==> src/rtl/sdram_arb_pkg.sv <==
// Shared types and constants for the SDRAM line-burst arbiter.
// Latency: n/a (declarations only).
// Backpressure: n/a.
// Contents: burst FSM state enum, words per line, word-offset width.
package sdram_arb_pkg;

  localparam int LINE_WORDS = 16;
  localparam int OFFSET_W   = 4;

  typedef enum logic [2:0] {
    ST_IDLE,
    ST_GRANT,
    ST_STROBE,
    ST_WAIT,
    ST_DONE
  } state_t;

endpackage

==> src/rtl/rr_arbiter.sv <==
// Round-robin winner select: first requester after the last granted index.
// Latency: combinational, zero cycles.
// Backpressure: none; a winner exists whenever any request bit is set.
// Ports: i_req (request vector), i_last_gnt (index of previous winner),
//        o_win (one-hot winner, all zero when no request).
module rr_arbiter #(
  parameter int NUM_REQ = 2,
  parameter int IDX_W   = (NUM_REQ > 1) ? $clog2(NUM_REQ) : 1
) (
  input  logic [NUM_REQ-1:0] i_req,
  input  logic [IDX_W-1:0]   i_last_gnt,
  output logic [NUM_REQ-1:0] o_win
);

  logic w_found;
  int   w_idx;

  // Walk the ring starting one past the last winner; the last winner itself
  // is visited last so it only wins again when nobody else is asking.
  always_comb begin
    o_win   = '0;
    w_found = 1'b0;
    w_idx   = 0;
    for (int i = 1; i <= NUM_REQ; i++) begin
      w_idx = int'(i_last_gnt) + i;
      if (w_idx >= NUM_REQ) w_idx = w_idx - NUM_REQ;
      if (!w_found && i_req[w_idx]) begin
        o_win[w_idx] = 1'b1;
        w_found      = 1'b1;
      end
    end
  end

endmodule

==> src/rtl/sdram_line_arbiter.sv <==
// Grants the shared SDRAM port round-robin and sequences a 16-word line burst.
// Latency: grant 1 cycle after request, word k strobe at 2+k*WORD_CYCLES, done at 2+16*WORD_CYCLES.
// Backpressure: requests wait (level-held) while a burst runs; bursts never stall once granted.
// Ports: req/req_wr/req_line_addr from cache controllers; gnt/done back to them;
//        mem_addr/wr_rd_sdram/memstrb to SDRAM; addr_offset and busy for status.
module sdram_line_arbiter
  import sdram_arb_pkg::*;
#(
  parameter int NUM_REQ     = 2,
  parameter int LINE_AW     = 12,
  parameter int WORD_CYCLES = 2
) (
  input  logic                       clk,
  input  logic                       rst_n,
  input  logic [NUM_REQ-1:0]         req,
  input  logic [NUM_REQ-1:0]         req_wr,
  input  logic [NUM_REQ*LINE_AW-1:0] req_line_addr,
  output logic [NUM_REQ-1:0]         gnt,
  output logic [NUM_REQ-1:0]         done,
  output logic [OFFSET_W-1:0]        addr_offset,
  output logic [LINE_AW+OFFSET_W-1:0] mem_addr,
  output logic                       wr_rd_sdram,
  output logic                       memstrb,
  output logic                       busy
);

  localparam int IDX_W  = (NUM_REQ > 1) ? $clog2(NUM_REQ) : 1;
  localparam int SLOT_W = (WORD_CYCLES > 2) ? $clog2(WORD_CYCLES) : 1;
  localparam logic [SLOT_W-1:0]   SLOT_LAST = SLOT_W'((WORD_CYCLES >= 2) ? WORD_CYCLES - 2 : 0);
  localparam logic [OFFSET_W-1:0] OFF_LAST  = OFFSET_W'(LINE_WORDS - 1);

  state_t               r_state;
  state_t               w_state_nxt;
  logic [NUM_REQ-1:0]   r_win;
  logic [NUM_REQ-1:0]   w_win;
  logic [IDX_W-1:0]     r_last;
  logic [IDX_W-1:0]     w_win_idx;
  logic                 r_wr;
  logic [LINE_AW-1:0]   r_line;
  logic [OFFSET_W-1:0]  r_offset;
  logic [SLOT_W-1:0]    r_slot;
  logic                 w_any_req;
  logic                 w_slot_end;

  rr_arbiter #(
    .NUM_REQ (NUM_REQ),
    .IDX_W   (IDX_W)
  ) u_rr (
    .i_req      (req),
    .i_last_gnt (r_last),
    .o_win      (w_win)
  );

  always_comb begin
    w_win_idx = '0;
    for (int i = 0; i < NUM_REQ; i++) begin
      if (w_win[i]) w_win_idx = IDX_W'(i);
    end
  end

  assign w_any_req = |req;

  // End of a word slot: with single-cycle slots the strobe cycle is the
  // whole slot, otherwise the last WAIT cycle closes it.
  assign w_slot_end = (WORD_CYCLES == 1) ? (r_state == ST_STROBE)
                                         : ((r_state == ST_WAIT) && (r_slot == SLOT_LAST));

  // State register
  always_ff @(posedge clk or negedge rst_n) begin
    if (!rst_n) r_state <= ST_IDLE;
    else        r_state <= w_state_nxt;
  end

  // Next-state logic
  always_comb begin
    w_state_nxt = r_state;
    case (r_state)
      ST_IDLE:   if (w_any_req) w_state_nxt = ST_GRANT;
      ST_GRANT:  w_state_nxt = ST_STROBE;
      ST_STROBE,
      ST_WAIT: begin
        if (w_slot_end)                 w_state_nxt = (r_offset == OFF_LAST) ? ST_DONE : ST_STROBE;
        else if (r_state == ST_STROBE)  w_state_nxt = ST_WAIT;
      end
      ST_DONE:   w_state_nxt = ST_IDLE;
      default:   w_state_nxt = ST_IDLE;
    endcase
  end

  // Outputs, decoded purely from registers
  always_comb begin
    gnt         = (r_state != ST_IDLE) ? r_win : '0;
    done        = (r_state == ST_DONE) ? r_win : '0;
    memstrb     = (r_state == ST_STROBE);
    busy        = (r_state != ST_IDLE);
    addr_offset = r_offset;
    wr_rd_sdram = r_wr;
    mem_addr    = {r_line, r_offset};
  end

  // Grant latches, word offset and slot counter
  always_ff @(posedge clk or negedge rst_n) begin
    if (!rst_n) begin
      r_win    <= '0;
      r_last   <= IDX_W'(NUM_REQ - 1);
      r_wr     <= 1'b0;
      r_line   <= '0;
      r_offset <= '0;
      r_slot   <= '0;
    end else begin
      case (r_state)
        ST_IDLE: begin
          if (w_any_req) begin
            r_win  <= w_win;
            r_last <= w_win_idx;
            r_wr   <= req_wr[w_win_idx];
            r_line <= req_line_addr[w_win_idx*LINE_AW +: LINE_AW];
          end
          r_offset <= '0;
        end
        ST_STROBE: r_slot <= '0;
        ST_WAIT:   r_slot <= r_slot + SLOT_W'(1);
        ST_DONE:   r_offset <= '0;
        default:   ;
      endcase
      // Offset advances at every slot end except the last word, which
      // stays visible through DONE.
      if (w_slot_end && (r_offset != OFF_LAST)) r_offset <= r_offset + OFFSET_W'(1);
    end
  end

endmodule

==> config.mk <==
export PLATFORM = sky130hd
export DESIGN_NAME = sdram_line_arbiter
export DESIGN_NICKNAME = d
export VERILOG_FILES = /design/src/rtl/sdram_arb_pkg.sv /design/src/rtl/rr_arbiter.sv /design/src/rtl/sdram_line_arbiter.sv
export SDC_FILE = /design/constraint.sdc
export NUM_CORES = 1
export LEC_CHECK = 0
export ABC_AREA = 1
export CORE_MARGIN = 1.5
export CORE_UTILIZATION = 45
export DETAILED_ROUTE_END_ITERATION = 10
export PLACE_DENSITY = 0.84
export SLEW_MARGIN = 0
export SYNTH_ARGS = -nofsm -noshare
export SYNTH_HDL_FRONTEND = slang
export SYNTH_SLANG_ARGS = --single-unit
==> constraint.sdc <==
create_clock -name clk -period 3.3 [get_ports clk]
set_input_delay 0.66 -clock clk [delete_from_list [all_inputs] [get_ports clk]]
set_output_delay 0.66 -clock clk [all_outputs]
set_load 0.005 [all_outputs]
==> impl_results.md <==
* Max cap viols at 0
* Arr. time, crit path at around 1700 ps
* Met1 wire length at between 1 and 1.5 mm
* Full die area at 3390 sq um
* H-Tree Level Count at 1
* GP Congestion at 0.794
* Post-synthesis cell type count at 22
* CP Class: register to output pin
* Post-synth ARST share at between 90% and 100%
* Synth area leader: dfrtp_1
* Hold Crit Start: r_line[8]$_DFFE_PN0P_
* Antenna violations before repair at 0
* Mapped cell area at 1370 sq um
* Commonest cells post-synth: nand2_1, inv_1, dfrtp_1
* Area Growth Syn to Fin at 42.4%
* Relative slew slack at 30.5%
* # port buffers at 56
* Hold-fix buffers, CTS at 0
* # Post-CTS Setup Buffers at 0
* Clock transition at the registers of the reported paths at 120 ps
* ANT nets after route at 0
* Hold EP: r_line[8]$_DFFE_PN0P_
* Worst hold path stage count at 2
* Vias in the first global route at 1,196
* R2r startpoint: r_last$_DFFE_PN1P_
* RR Endpoint: r_line[6]$_DFFE_PN0P_
* CTS Sinks at 24
* Reg2Reg Depth at 6
* Clk_skew at 18.8 ps
* Clk Latency, worst-skew pair at 340 ps
* Ant diodes at 0
* Synth area leaders: dfrtp_1, nand2_1, nand3_1
* Syn_nets at between 200 and 250
* Largest net degree at the start of global routing at 25
* Top Metal Used: met4
* VDD IR max at 0.000431 V
* P per Cell Area at between 700 and 800 nW/um^2
* Seq cells post-synth at 24
* Worst Path Max Fanout at 6
* Total negative slack at 0 ps
* Clk buf depth at 2
* Flop-to-flop setup slack at about 1600 ps
* Vias at 1,317
* Fin crit period at 2370 ps
* Failing checks: DRC
* Syn Area/Cell at 7.63 sq um
* Post-CTS Resized at 0
* Sequential-to-total area share from yosys stat at 43.8%
* Final HPWL DP at 2.42 mm
* Top cell type's share of synthesized area at approximately two fifths
* Layout cells sized above 1 at 6.49%
* CTS buffer count at 3
* Final Setup Violations at 0
* Leakage power at 0.977 nW
* Placed insts at 258
* Number of flops mapped to enable cells by yosys at 0
* Design Area, Final at 1950 sq um
* Status: complete, but fails checks
* Starting Density at about half
* 1st-pass router iterations at 11
* I/O Pins at 57
* DRC viols at 3
* Hold Vio Cnt, Final at 0
* Final cell count without fillers at around 260
* WL met2 at approximately 1.6 mm
* Filler cells at 243
* Std-Cell Rows at 19
* Post-Syn Instances at 180
* Die Width at approximately 58 microns
* Vias per std cell at 5.03
* Yosys warns at 0
* Dpl cell area at 1900 sq um
* Total track usage at 20.9%
* DR iter-0 viols at 60
* Met3 WL at 182 microns
* Crit end category: output pin
* Final WL at 3.31 mm
* Period utilization at a little under three quarters
* CP Launch Type: register
* Crit path required time at 2640 ps
* Global-route wire length before repair at 5.30 mm
* Clk root buf: clkbuf_4
* Prevailing post-synth register cell: dfrtp_1
* Congestion Overflow GR at 0
* Max frequency at 422 MHz
* Worst hold-check path type: register to register
* Core ar. at 2830 sq um
* RSZ-0062 raised after global routing: false
* Hold_ws at about 500 ps
* Average wire per standard cell at 12.6 microns
* CTS tree: built
* Die height at 58.2 microns
* Post-placement setup slack at 1080 ps
* Fin worst setup slack at 930 ps
* Layout net count at 263
* Fin. max-slew vios at 0
* Slew of the pin with the lowest slew margin at 1040 ps
* Most frequent cell after synthesis: nand2_1
==> cell usage in the layout, fill, tap and decap left out, types with 2 or more instances in the layout <==
master,instances
nor2_1,6
inv_2,3
inv_1,25
o21ai_0,4
clkbuf_4,3
nand2_1,62
nand3_1,20
nand3b_1,13
dfrtp_1,23
nor3_1,4
nand3_2,2
clkdlybuf4s50_1,56
==> worst max path at each step <==
stage                           startpoint               endpoint  slack (ps)
floorplan           r_state[1]$_DFFE_PN0P_                done[0]        1860
global placement                    req[0]  r_line[8]$_DFFE_PN0P_        1130
detailed placement                  req[0]   r_win[1]$_DFFE_PN0P_        1080
CTS                 r_state[1]$_DFFE_PN0P_                done[1]         920
global route        r_state[1]$_DFFE_PN0P_                done[1]         830
finish              r_state[1]$_DFFE_PN0P_                done[1]         930
==> per-layer routing <==
metal,track usage [%],vias up
li1,-,657
met1,26.5,594
met2,33.0,57
met3,5.80,9
met4,9.97,0
met5,0,-
==> through the flow <==
stage	total power [mW]	util [%]
2_1_floorplan	0.835	-
3_3_place_gp	1.16	67.2
3_5_place_dp	1.18	67.2
4_1_cts	1.40	69.1
5_1_grt	1.49	69.1
6_report	1.39	69.1
==> where the power goes <==
part	total [mW]	internal (mW)	switching, mW
Combinational	0.652	0.366	0.286
Sequential	0.523	0.427	0.0962
Clock	0.219	0.123	0.0964
Total	1.39	0.916	0.478
==> critical path, cell delays in order, from the launching register on <==
cell	delay, ps
dfrtp_1	430
inv_2	120
nand2_1	150
nor3_1	170
clkdlybuf4s50_1	530
==> layout make-up <==
class / count / area, sq um / share of cell area, %
flip-flops and latches: 24 / 602 / 30.8
multi-input cells: 118 / 589 / 30.2
repair buffers: 56 / 561 / 28.7
inverters: 29 / 111 / 5.70
well taps: 31 / 38.8 / 1.98
clock inverters: 1 / 30.0 / 1.54
clock buffers: 3 / 22.5 / 1.15
==> flip-flops by register name, summed over array words and instances, names as in the netlist <==
| name | flops |
|---|---|
| wr_rd_sdram | 1 |
| r_slot | 1 |
| r_win | 2 |
| r_state | 3 |
| r_last | 1 |
| addr_offset | 4 |
| r_line | 12 |
==> cell families (layout without fill, tap and decap cells) <==
kind of cell | after synthesis | in the layout | share of synthesized area, %
compound gates | 5 | 5 | 2.01
fa+ha+maj | 1 | 1 | 0.911
buf+inv | 38 | 89 | 13.2
flops | 24 | 24 | 43.8
simple gates | 112 | 112 | 40.0
Power figures use the tool's default switching activity.
